`src/rtl/lsu_pkg.sv`:
```
// Shared encodings for the load/store unit: RV32I funct3 codes, FSM states,
// rejection causes and the request classifier.
package lsu_pkg;

    localparam logic [2:0] F3_B  = 3'b000;
    localparam logic [2:0] F3_H  = 3'b001;
    localparam logic [2:0] F3_W  = 3'b010;
    localparam logic [2:0] F3_BU = 3'b100;
    localparam logic [2:0] F3_HU = 3'b101;

    typedef enum logic [1:0] {
        IDLE   = 2'd0,
        ACCESS = 2'd1,
        WRITE  = 2'd2,
        RESP   = 2'd3
    } lsu_state_e;

    typedef enum logic [1:0] {
        NONE     = 2'd0,
        MISALIGN = 2'd1,
        RANGE    = 2'd2,
        ILLEGAL  = 2'd3
    } lsu_cause_e;

    // Priority is illegal > misaligned > out of range; funct3[1:0] encodes size.
    function automatic lsu_cause_e classify(input logic       we,
                                            input logic [2:0] funct3,
                                            input logic [1:0] offset,
                                            input logic       out_of_range);
        logic illegal;
        illegal = we ? (funct3 > F3_W)
                     : (funct3 == 3'b011 || funct3 == 3'b110 || funct3 == 3'b111);
        if (illegal)
            return ILLEGAL;
        else if ((funct3[1:0] == 2'b01 && offset[0]) ||
                 (funct3[1:0] == 2'b10 && offset != 2'b00))
            return MISALIGN;
        else if (out_of_range)
            return RANGE;
        else
            return NONE;
    endfunction

endpackage

```
`src/rtl/lsu_align.sv`:
```
// Combinational lane logic: load byte/half extraction with sign/zero extension
// and sub-word store merge into a previously read word.
module lsu_align
    import lsu_pkg::*;
(
    input  logic [2:0]  funct3_i,
    input  logic [1:0]  offset_i,
    input  logic [31:0] word_i,
    input  logic [31:0] wdata_i,
    output logic [31:0] load_data_o,
    output logic [31:0] store_word_o
);

    logic [7:0]  byte_sel;
    logic [15:0] half_sel;

    always_comb begin
        // NOTE: every output gets a default first so no path can infer a latch.
        byte_sel     = word_i[7:0];
        half_sel     = offset_i[1] ? word_i[31:16] : word_i[15:0];
        load_data_o  = word_i;
        store_word_o = wdata_i;

        case (offset_i)
            2'd0:    byte_sel = word_i[7:0];
            2'd1:    byte_sel = word_i[15:8];
            2'd2:    byte_sel = word_i[23:16];
            default: byte_sel = word_i[31:24];
        endcase

        case (funct3_i)
            F3_B:    load_data_o = {{24{byte_sel[7]}}, byte_sel};
            F3_BU:   load_data_o = {24'h0, byte_sel};
            F3_H:    load_data_o = {{16{half_sel[15]}}, half_sel};
            F3_HU:   load_data_o = {16'h0, half_sel};
            default: load_data_o = word_i;
        endcase

        // Store merge keeps the untouched lanes of the read word.
        case (funct3_i)
            F3_B: begin
                store_word_o = word_i;
                case (offset_i)
                    2'd0:    store_word_o[7:0]   = wdata_i[7:0];
                    2'd1:    store_word_o[15:8]  = wdata_i[7:0];
                    2'd2:    store_word_o[23:16] = wdata_i[7:0];
                    default: store_word_o[31:24] = wdata_i[7:0];
                endcase
            end
            F3_H: begin
                store_word_o = word_i;
                if (offset_i[1])
                    store_word_o[31:16] = wdata_i[15:0];
                else
                    store_word_o[15:0]  = wdata_i[15:0];
            end
            default: store_word_o = wdata_i;
        endcase
    end

endmodule

```
`src/rtl/lsu_initiator.sv`:
```
// Single-outstanding RV32I load/store unit driving a word-wide memory port
// with combinational read and synchronous write; sub-word stores use RMW.
module lsu_initiator
    import lsu_pkg::*;
#(
    parameter int ADDR_W    = 32,
    parameter int MEM_WORDS = 2048
) (
    input  logic              i_clk,
    input  logic              i_reset,
    input  logic              i_req_valid,
    output logic              o_req_ready,
    input  logic              i_req_we,
    input  logic [2:0]        i_req_funct3,
    input  logic [ADDR_W-1:0] i_req_addr,
    input  logic [31:0]       i_req_wdata,
    output logic              o_resp_valid,
    output logic [31:0]       o_resp_rdata,
    output logic              o_resp_err,
    output logic [1:0]        o_resp_cause,
    output logic [ADDR_W-1:0] o_mem_addr,
    output logic [31:0]       o_mem_wdata,
    output logic              o_mem_wren,
    input  logic [31:0]       i_mem_rdata
);

    localparam int WIDX_W = ADDR_W - 2;
    localparam logic [WIDX_W:0] WORD_LIMIT = (WIDX_W + 1)'(MEM_WORDS);

    lsu_state_e        state_q,  state_d;
    lsu_cause_e        cause_q,  cause_d;
    logic              we_q,     we_d;
    logic [2:0]        funct3_q, funct3_d;
    logic [ADDR_W-1:0] addr_q,   addr_d;
    logic [31:0]       wdata_q,  wdata_d;
    logic [31:0]       rdata_q,  rdata_d;
    logic [31:0]       merged_q, merged_d;

    logic [31:0] load_data;
    logic [31:0] store_word;
    logic        req_oor;
    lsu_cause_e  req_cause;

    lsu_align u_align (
        .funct3_i     (funct3_q),
        .offset_i     (addr_q[1:0]),
        .word_i       (i_mem_rdata),
        .wdata_i      (wdata_q),
        .load_data_o  (load_data),
        .store_word_o (store_word)
    );

    assign req_oor   = {1'b0, i_req_addr[ADDR_W-1:2]} >= WORD_LIMIT;
    assign req_cause = classify(i_req_we, i_req_funct3, i_req_addr[1:0], req_oor);

    always_comb begin
        state_d  = state_q;
        cause_d  = cause_q;
        we_d     = we_q;
        funct3_d = funct3_q;
        addr_d   = addr_q;
        wdata_d  = wdata_q;
        rdata_d  = rdata_q;
        merged_d = merged_q;

        case (state_q)
            IDLE: begin
                if (i_req_valid) begin
                    we_d     = i_req_we;
                    funct3_d = i_req_funct3;
                    addr_d   = i_req_addr;
                    wdata_d  = i_req_wdata;
                    cause_d  = req_cause;
                    rdata_d  = '0;
                    state_d  = ACCESS;
                end
            end
            ACCESS: begin
                if (cause_q != NONE) begin
                    state_d = RESP;
                end else if (!we_q) begin
                    rdata_d = load_data;
                    state_d = RESP;
                end else if (funct3_q == F3_W) begin
                    state_d = RESP;
                end else begin
                    merged_d = store_word;
                    state_d  = WRITE;
                end
            end
            WRITE:   state_d = RESP;
            RESP:    state_d = IDLE;
            default: state_d = IDLE;
        endcase
    end

    always_ff @(posedge i_clk) begin
        // NOTE: sequential state uses <= so every register samples pre-edge values.
        if (i_reset) begin
            state_q  <= IDLE;
            cause_q  <= NONE;
            we_q     <= 1'b0;
            funct3_q <= '0;
            addr_q   <= '0;
            wdata_q  <= '0;
            rdata_q  <= '0;
            merged_q <= '0;
        end else begin
            state_q  <= state_d;
            cause_q  <= cause_d;
            we_q     <= we_d;
            funct3_q <= funct3_d;
            addr_q   <= addr_d;
            wdata_q  <= wdata_d;
            rdata_q  <= rdata_d;
            merged_q <= merged_d;
        end
    end

    logic access_ok;
    logic sw_write;
    logic in_write;
    logic in_resp;

    assign access_ok = (state_q == ACCESS) && (cause_q == NONE);
    assign sw_write  = access_ok && we_q && (funct3_q == F3_W);
    assign in_write  = (state_q == WRITE);
    assign in_resp   = (state_q == RESP);

    // Write enable is gated by reset so an interrupted store never lands.
    assign o_mem_wren   = ~i_reset & (sw_write | in_write);
    assign o_mem_addr   = (access_ok || in_write) ? {addr_q[ADDR_W-1:2], 2'b00} : '0;
    assign o_mem_wdata  = sw_write ? wdata_q : (in_write ? merged_q : '0);

    assign o_req_ready  = (state_q == IDLE);
    assign o_resp_valid = in_resp;
    assign o_resp_rdata = in_resp ? rdata_q : '0;
    assign o_resp_err   = in_resp && (cause_q != NONE);
    assign o_resp_cause = in_resp ? cause_q : NONE;

endmodule

```
`config.mk`:
```
export PLATFORM = sky130hd
export DESIGN_NAME = lsu_initiator
export DESIGN_NICKNAME = d
export VERILOG_FILES = /design/src/rtl/lsu_pkg.sv /design/src/rtl/lsu_align.sv /design/src/rtl/lsu_initiator.sv
export SDC_FILE = /design/constraint.sdc
export NUM_CORES = 1
export LEC_CHECK = 0
export CORE_AREA = 2 2 100 175
export DETAILED_ROUTE_END_ITERATION = 12
export DIE_AREA = 0 0 102 177
export GPL_TIMING_DRIVEN = 1
export PLACE_DENSITY = 0.82
export SYNTH_ARGS = -nofsm -noshare
export SYNTH_HDL_FRONTEND = slang
export SYNTH_SLANG_ARGS = --single-unit
export TNS_END_PERCENT = 10
```
`constraint.sdc`:
```
create_clock -name i_clk -period 1.9 [get_ports i_clk]
set_input_delay 0.38 -clock i_clk [delete_from_list [all_inputs] [get_ports i_clk]]
set_output_delay 0.38 -clock i_clk [all_outputs]
set_load 0.005 [all_outputs]
```
==> results of run 1 <==
==> final timing paths <==
kind	from	end	slack, ns	depth (start not counted)
max	state_q[1]	o_mem_wdata[12]	-0.57	9
min	rdata_q[28]	rdata_q[28]	0.44	2
max reg2reg	cause_q[0]	merged_q[3]	0.01	5
min reg2reg	rdata_q[28]	rdata_q[28]	0.44	2
==> metal layers <==
layer / up-vias / wire, um / track usage (%) / share of wire [%]
met2: 386 / 13400 / 47.12 / 52
li1: 3649 / - / - / -
met1: 3615 / 9038 / 28.80 / 35
met3: 121 / 1563 / 4.976 / 6.0
met5: - / 0 / 0 / 0
met4: 0 / 1932 / 18.83 / 7.4
==> registers in the layout, indices dropped and copies added, names as in the netlist <==
signal    cells
cause_q       2
wdata_q      32
state_q       2
we_q          1
funct3_q      3
rdata_q      32
addr_q       32
merged_q     32
==> cell type report <==
class | count | share of cell area (%)
multi-input cells | 676 | 38.80
repair buffers | 302 | 26.73
flip-flops and latches | 136 | 25.81
clock buffers | 19 | 4.289
well taps | 227 | 2.690
clock inverters | 13 | 1.043
inverters | 18 | 0.6398
==> report_power, final <==
part | internal (W) | switching, W | total, W
Clock | 0.00178 | 0.00139 | 0.00317
Sequential | 0.00334 | 0.000404 | 0.00375
Combinational | 0.00218 | 0.00236 | 0.00455
Total | 0.00730 | 0.00416 | 0.0115
==> worst min-delay path, stage by stage (launching register included) <==
cell and delay, ns:
dfxtp_1 0.30, nand2_1 0.04, o21ai_1 0.05
==> stage by stage <==
| step | worst slack [ns] | cells | setup TNS [ns] |
|---|---|---|---|
| floorplan | 0.01709 | 911 | 0 |
| global placement | -0.3007 | 1340 | -16.70 |
| detailed placement | -0.3497 | 1340 | -19.75 |
| CTS | -0.6815 | 1374 | -43.53 |
| global route | -0.6984 | 1391 | -37.88 |
| finish | -0.5659 | 1391 | -29.56 |
==> cell usage after synthesis, types with 2 or more instances <==
cell,number
nand2_1,216
dfxtp_1,136
a21oi_1,75
nor2_1,60
clkbuf_1,45
and2_1,42
nand3_1,34
nor2b_1,31
o21ai_0,23
inv_1,18
mux2i_1,18
a211oi_2,17
buf_2,17
nand3b_1,16
o41ai_1,16
a222oi_1,14
a211oi_1,11
o21ai_1,11
a221oi_1,9
and3_1,9
a21o_1,8
a22o_1,8
o22ai_1,8
buf_6,7
a32oi_1,6
buf_1,6
buf_4,6
nor4_1,5
ha_1,4
nand2b_1,3
nand4_1,3
nor3b_1,3
or2_2,2
or3_1,2
==> cells by family (layout without fill, tap and decap cells) <==
kind of cell	Yosys count	count (layout)	share of synthesized area, %
other cells	1	2	0.05326
mux	19	19	2.879
fa+ha+maj	4	4	0.7109
simple gates	437	437	29.39
flops	136	136	38.67
buf+inv	99	352	6.646
compound gates	214	214	21.65
==> what timing repair did <==
item / 4_1_cts / 5_1_grt
setup buffers: 2 / 14
cloned: 0 / 3
pin swaps: 1 / 7
endpoints found under the setup margin: 112 / 134
resized for setup: 110 / 186
hold buffers: 0 / 0
==> results.py, run 1 <==
metrics = {
    "finish": {
        "fin_util_pct": 63.19,
        "n_fill_cell": 1424,
        "drive_gt1_share_pct": 23.20,
        "seq_area_um2": 2725,
        "mostFrequentLayoutCell": "nand2_1",
        "area_growth_pct": 49.99,
        "mostFrequentLayoutCells": "215 x nand2_1, 134 x dfxtp_1, 111 x clkdlybuf4s50_1, 75 x a21oi_1, 64 x buf_4",
        "fin_nets": 1258,
        "final_area_um2": 10560,
        "antennaDiodeCount": 0,
        "multi_input_area_um2": 4098,
    },
    "die": {
        "die_x_um": 102,
        "die_y_um": 177,
        "start_util_pct": 42.13,
        "core_area_um2": 16710,
        "io_pins": 205,
        "dieArea_um2": 18050,
        "placementRows": 63,
    },
    "global_routing": {
        "grt_use_total_pct": 27.09,
        "grt_pass1_wl_um": 37890,
        "grt_pass1_vias": 7272,
        "overflow": 0,
        "antenna_found_initial": 0,
        "grt_max_degree": 46,
    },
    "logic_synthesis": {
        "synth_top_area_cell": "dfxtp_1",
        "yosys_warnings": 0,
        "syn_area_per_cell_um2": 7.737,
        "synth_top_area_share_pct": 38.67,
        "syn_area_um2": 7041,
        "synth.area.top_cells": "dfxtp_1 39%, nand2_1 12%, a21oi_1 5.3%",
        "ys_ff_latch": 136,
        "synth-async-reset-ratio_pct": 0,
        "synthFlopType": "dfxtp_1",
        "ys_seq_area_share_pct": 38.67,
        "synth_cell_types": 55,
        "synthCells": 910,
        "synth-edff-count": 0,
    },
    "timing": {
        "slew_headroom_pct": 59.13,
        "setup_violations": 82,
        "rsz0062_at_grt": "yes",
        "layout_setup_ws_ns": -0.5659,
        "period_needed_ns": 2.466,
        "period_share_pct": 129.8,
        "hold_viol_final": 0,
        "fin_skew_ns": 0.01156,
        "slew_viol_final": 0,
        "hold-worst-slack_ns": 0.4406,
        "timing.fmax_mhz": 405.5,
        "tightest_slew_ns": 0.6089,
    },
    "worst_setup_path": {
        "crit_slowest_cell": "dfxtp_2",
        "critPathKind": "flip-flop to output pin",
        "start_kind": "flip-flop",
        "slowest_delay_ns": 0.32,
        "crit_arrival_ns": 2.09,
        "end_kind": "output pin",
        "cpLargestDelayFamily": "buffers and inverters",
        "crit_chain": "inv_2 -> ha_4 -> nor3b_4 -> nand4_1 -> buf_6 -> buf_12 -> nand3_1 -> nand2_1 -> dlygate4sd2_1",
        "cp_num_buf_inv": 4,
        "critPathMaxFanout": 13,
        "worstPathRequired_ns": 1.52,
    },
    "clocking": {
        "cts.sinks": 136,
        "cts_buffers": 17,
        "cts_tree": "built",
        "clk_pin_slew_worst_paths_ns": 0.06,
        "cts_root_buffer": "clkbuf_16",
        "clk_latency_ns": 0.42,
        "htreeDepth": 4,
        "clockBufferDepth": 2,
    },
    "placement": {
        "dpl_cell_area_um2": 9798,
        "place_congestion": 0.9765,
        "io_buffers": 202,
        "dp_hpwl_um": 18520,
    },
    "run": {
        "drv_cap": 0,
    },
    "power_and_ir_drop": {
        "p_per_area_nw_per_um2": 1086,
        "finalPower_w": 0.01146,
        "ir_drop_uv": 660.8,
        "leakagePower_nw": 4.624,
    },
    "hold_path": {
        "hold_class": "flip-flop to flip-flop",
    },
    "routing": {
        "drtIter0Drc": 534,
        "drc_errors": 0,
        "drt-total-wl_um": 25940,
        "vias": 7771,
        "avgViaCountPerCell": 5.587,
        "wl_per_cell_um": 18.64,
        "antenna_left": 0,
        "dr.pass1.iters": 9,
    },
    "run_status": {
        "status": "complete, but fails checks",
        "violations": "negative setup slack",
    },
}
Note: power is estimated with default switching activity, not from simulation.
==> run 2: changes to the inputs <==
Settings changed: CORE_AREA 2 2 100 175 to 2 2 184 96, DIE_AREA 0 0 102 177 to 0 0 186 98, PLACE_DENSITY 0.82 to 0.83, SKIP_CTS_REPAIR_TIMING from default to 1.
==> run 2 against run 1 <==
Net effect:
- the run still ends with negative setup slack left
- first-iteration DRC count rose by 69%
- clock skew rose by 0.0015 ns
- sequential power barely moved
- critical path depth rose by 1
- largest power group unchanged
- non-clock buffer count rose by 4
- global-route usage rose by 0.69 points
- design area rose by 1.5%
- routed wire length rose by 4.2%
- clock power rose by 4%
- worst hold slack improved by 0.0027 ns
==> results.py, run 2 (synthesis gave the netlist of run 1 again) <==
metrics = {
    "global_routing": {
        "grt_pass1_vias": 6847,
        "antenna_found_initial": 0,
        "grt_max_degree": 87,
        "grt_pass1_wl_um": 38940,
        "grt_use_total_pct": 27.77,
        "overflow": 0,
    },
    "timing": {
        "slew_headroom_pct": 52.66,
        "rsz0062_at_grt": "yes",
        "layout_setup_ws_ns": -0.5369,
        "timing.fmax_mhz": 410.4,
        "slew_viol_final": 0,
        "period_needed_ns": 2.437,
        "tightest_slew_ns": 0.7054,
        "fin_skew_ns": 0.01307,
        "period_share_pct": 128.3,
        "setup_violations": 93,
        "hold-worst-slack_ns": 0.4434,
        "hold_viol_final": 0,
    },
    "die": {
        "die_y_um": 98,
        "core_area_um2": 16800,
        "die_x_um": 186,
        "start_util_pct": 41.90,
        "dieArea_um2": 18230,
        "io_pins": 205,
        "placementRows": 34,
    },
    "run_status": {
        "status": "complete, but fails checks",
        "violations": "negative setup slack",
    },
    "worst_setup_path": {
        "crit_arrival_ns": 2.06,
        "critPathMaxFanout": 6,
        "critPathKind": "flip-flop to output pin",
        "end_kind": "output pin",
        "worstPathRequired_ns": 1.52,
        "ff2ff_path_depth": 6,
        "start_kind": "flip-flop",
    },
    "finish": {
        "area_growth_pct": 52.28,
        "drive_gt1_share_pct": 20.03,
        "antennaDiodeCount": 0,
        "mostFrequentLayoutCells": "211 x nand2_1, 134 x dfxtp_1, 112 x clkdlybuf4s50_1, 75 x a21oi_1, 75 x buf_4",
        "mostFrequentLayoutCell": "nand2_1",
        "fin_nets": 1262,
        "n_fill_cell": 1464,
        "final_area_um2": 10720,
    },
    "run": {
        "drv_cap": 0,
    },
    "placement": {
        "pre_cts_ws_ns": -0.4515,
        "dp_hpwl_um": 19310,
        "place_congestion": 1.039,
        "dpl_cell_area_um2": 9852,
        "io_buffers": 202,
    },
    "routing": {
        "route.met2.wl_um": 10750,
        "avgViaCountPerCell": 5.538,
        "wl_met3_um": 3615,
        "wl_per_cell_um": 19.27,
        "dr.pass1.iters": 6,
        "drtIter0Drc": 902,
        "vias": 7764,
        "wl_met1_um": 12280,
        "highest_layer": "met4",
        "antenna_left": 0,
        "drt-total-wl_um": 27010,
        "drc_errors": 0,
    },
    "power_and_ir_drop": {
        "leakagePower_nw": 5.249,
        "seqPwrFrac_pct": 33.4,
        "ir_drop_uv": 763.6,
        "p_per_area_nw_per_um2": 1040,
        "switchingPower_w": 0.004031,
        "internal-power_w": 0.007124,
        "finalPower_w": 0.01116,
        "power_frac_clock_pct": 29.6,
        "switching_share_pct": 36.14,
        "combPwrFrac_pct": 37.0,
    },
    "clocking": {
        "htreeDepth": 4,
        "cts.sinks": 136,
        "clk_pin_slew_worst_paths_ns": 0.06,
        "cts_root_buffer": "clkbuf_16",
        "cts_buffers": 17,
        "clockBufferDepth": 2,
        "cts_tree": "built",
        "clk_latency_ns": 0.42,
    },
    "hold_path": {
        "hold_class": "flip-flop to flip-flop",
        "holdPathStages": 2,
    },
}
## run 2: cell count changes in the layout (fill, tap and decap cells not counted), moves of 4 or more
cell,change
nor2b_4,-7
nor2b_1,+7
dlygate4sd2_1,-9
dlymetal6s2s_1,+40
buf_2,-22
clkdlybuf4s15_1,-5
buf_6,-8
buf_4,+11
nand2_2,+4
nand2_1,-4
## run 2: power by group through the flow
| stage | Clock [W] | Sequential (W) | Combinational [W] |
|---|---|---|---|
| 2_1_floorplan | 0 | 0.00362 | 0.00217 |
| 5_1_grt | 0.00345 | 0.00377 | 0.00441 |
| 4_1_cts | 0.00333 | 0.00369 | 0.00397 |
| 6_report | 0.00330 | 0.00373 | 0.00412 |
| 3_5_place_dp | 0 | 0.00375 | 0.00394 |
| 3_3_place_gp | 0 | 0.00374 | 0.00387 |
## run 2: final timing paths
path	from	end	slack [ns]
max	state_q[1]	o_mem_wdata[12]	-0.54
max reg2reg	funct3_q[0]	merged_q[25]	-0.03
min	rdata_q[26]	rdata_q[26]	0.44
min reg2reg	rdata_q[26]	rdata_q[26]	0.44
## run 2: per-stage QoR
step / instances / setup TNS, ns / utilization, %
2_1_floorplan: 911 / 0 / -
3_3_place_gp: 1358 / -21.51 / 58.63
3_5_place_dp: 1358 / -27.66 / 58.63
4_1_cts: 1390 / -69.15 / 62.07
5_1_grt: 1402 / -35.35 / 63.80
6_report: 1402 / -27.49 / 63.80
## run 2: final cells by class
type                       instances  area (um^2)  area share, %
clock inverter                    14        148.9          1.389
tap                              234        292.8          2.731
sequential                       136         2725          25.42
clock buffer                      18        429.2          4.003
timing repair buffer             306         3060          28.54
multi-input combinational        676         3998          37.29
inverter                          18        67.56         0.6302
## run 2: per-layer routing
metal  track usage [%]  vias up
met5                 0        -
met4             5.633        0
met3             8.952       41
met2             37.49      455
met1             42.42     3627
li1                  -     3641
## run 2: critical path, cell delays in order, from the launching register on
cell	delay [ns]
dfxtp_2	0.32
inv_2	0.08
ha_4	0.13
nor3b_4	0.22
and4_4	0.26
buf_6	0.12
buf_6	0.12
clkbuf_16	0.15
nand2_2	0.06
nand2_2	0.07
clkbuf_2	0.10
==> run 3: changes to the inputs <==
Settings changed: CELL_PAD_IN_SITES_DETAIL_PLACEMENT from default to 0, CELL_PAD_IN_SITES_GLOBAL_PLACEMENT from default to 1, CORE_AREA 2 2 184 96 to 2 2 217 112, DIE_AREA 0 0 186 98 to 0 0 219 114, PLACE_DENSITY 0.83 to default, PLACE_DENSITY_LB_ADDON from default to 0.25.
==> run 3 against run 2 <==
Net effect:
- the run still ends with negative setup slack left
- register-to-register slack worse by 0.07 ns
- first-iteration DRC count down 8.2%
- via count down 2.5%
- die area up 37%
- power up 4.7%
- setup slack worse by 0.11 ns
- maximum frequency down 4.5%
- sequential cell count unchanged
- utilization down 17 points
- design area up 2.6%
- highest routed layer unchanged
==> results.py, run 3 (synthesis gave the netlist of run 1 again) <==
metrics = {
    "run_status": {
        "status": "complete, but fails checks",
        "violations": "negative setup slack",
    },
    "global_routing": {
        "grt_use_total_pct": 22.97,
        "grt_pass1_wl_um": 42980,
        "grt_pass1_vias": 6986,
        "grt_max_degree": 65,
        "antenna_found_initial": 0,
        "overflow": 0,
    },
    "routing": {
        "antenna_left": 0,
        "wl_per_cell_um": 19.38,
        "dr.pass1.iters": 8,
        "drc_errors": 0,
        "drtIter0Drc": 828,
        "vias": 7568,
        "drt-total-wl_um": 29390,
        "avgViaCountPerCell": 4.989,
    },
    "placement": {
        "pre_cts_ws_ns": -0.5795,
        "dp_hpwl_um": 21650,
        "dpl_cell_area_um2": 10180,
        "place_congestion": 0.8997,
        "dp.cells": 1469,
        "io_buffers": 202,
    },
    "finish": {
        "drive_gt1_share_pct": 29.45,
        "final_area_um2": 11010,
        "mostFrequentLayoutCell": "nand2_1",
        "seq_area_um2": 2726,
        "area_growth_pct": 56.32,
        "n_fill_cell": 2398,
        "mostFrequentLayoutCells": "198 x nand2_1, 133 x dfxtp_1, 115 x clkdlybuf4s50_1, 104 x buf_4, 75 x a21oi_1",
        "fin_nets": 1296,
        "fin_cells": 1517,
        "antennaDiodeCount": 0,
        "multi_input_area_um2": 4200,
    },
    "timing": {
        "slew_headroom_pct": 48.49,
        "rsz0062_at_grt": "yes",
        "period_share_pct": 134.3,
        "slew_viol_final": 0,
        "setup_violations": 109,
        "timing.fmax_mhz": 392.0,
        "tightest_slew_ns": 0.7726,
        "layout_setup_ws_ns": -0.6509,
        "fin_skew_ns": 0.007534,
        "period_needed_ns": 2.551,
        "hold_viol_final": 0,
    },
    "worst_setup_path": {
        "worstPathRequired_ns": 1.52,
        "start_kind": "flip-flop",
        "crit_arrival_ns": 2.17,
        "end_kind": "output pin",
        "critPathMaxFanout": 8,
        "critPathKind": "flip-flop to output pin",
    },
    "clocking": {
        "cts_buffers": 17,
        "clockBufferDepth": 2,
        "htreeDepth": 4,
        "clk_pin_slew_worst_paths_ns": 0.06,
        "cts_root_buffer": "clkbuf_16",
        "cts_tree": "built",
        "clk_latency_ns": 0.43,
        "cts.sinks": 136,
    },
    "power_and_ir_drop": {
        "ir_drop_uv": 511.4,
        "leakagePower_nw": 4.695,
        "p_per_area_nw_per_um2": 1061,
    },
    "die": {
        "core_area_um2": 23320,
        "placementRows": 40,
        "dieArea_um2": 24970,
        "die_y_um": 114,
        "io_pins": 205,
        "die_x_um": 219,
        "start_util_pct": 30.19,
    },
    "run": {
        "drv_cap": 0,
    },
    "hold_path": {
        "hold_class": "flip-flop to flip-flop",
    },
}
[run 3: critical path, stage by stage, from the launching register on]
cell,delay [ns]
dfxtp_2,0.32
inv_2,0.07
ha_4,0.13
nor3b_4,0.23
buf_6,0.15
nand4_1,0.12
buf_6,0.16
buf_12,0.14
buf_12,0.14
nand3_1,0.08
nand2_1,0.06
clkbuf_2,0.11
[run 3: final timing paths]
kind	start	to	slack, ns	cells past startpoint
max	state_q[1]	o_mem_wdata[26]	-0.65	11
min	rdata_q[21]	rdata_q[21]	0.44	2
max reg2reg	funct3_q[1]	merged_q[11]	-0.10	6
min reg2reg	rdata_q[21]	rdata_q[21]	0.44	2
[run 3: power breakdown]
part	switching (W)	leakage [nW]	internal, W	total, W
registers	0.000379	1.11	0.00334	0.00372
clock network	0.00139	0.277	0.00198	0.00336
logic	0.00247	3.31	0.00212	0.00459
[run 3: stage by stage]
stage | setup TNS [ns] | utilization [%] | hold slack, ns | power [W]
after floorplan | 0 | - | 0.4167 | 0.005796
after global placement | -40.00 | 43.64 | 0.4330 | 0.007947
after detailed placement | -42.89 | 43.64 | 0.4354 | 0.007966
after CTS | -85.39 | 46.16 | 0.4433 | 0.01136
after global routing | -48.77 | 47.19 | 0.4602 | 0.01230
final | -39.20 | 47.19 | 0.4447 | 0.01168
[run 3: layout make-up]
| cell class | count | area share [%] |
|---|---|---|
| clock buffers | 19 | 4.025 |
| clock inverters | 13 | 1.307 |
| inverters | 18 | 0.6139 |
| multi-input cells | 676 | 38.16 |
| flip-flops and latches | 136 | 24.77 |
| well taps | 315 | 3.581 |
| repair buffers | 340 | 27.54 |
[run 3: per-layer routing]
layer / GRT usage (%) / wire length [um] / up-vias
met1: 36.61 / 15480 / 3583
met5: 0 / 0 / -
met2: 29.28 / 11000 / 262
met3: 7.040 / 2686 / 13
met4: 4.144 / 225 / 0
li1: - / - / 3710
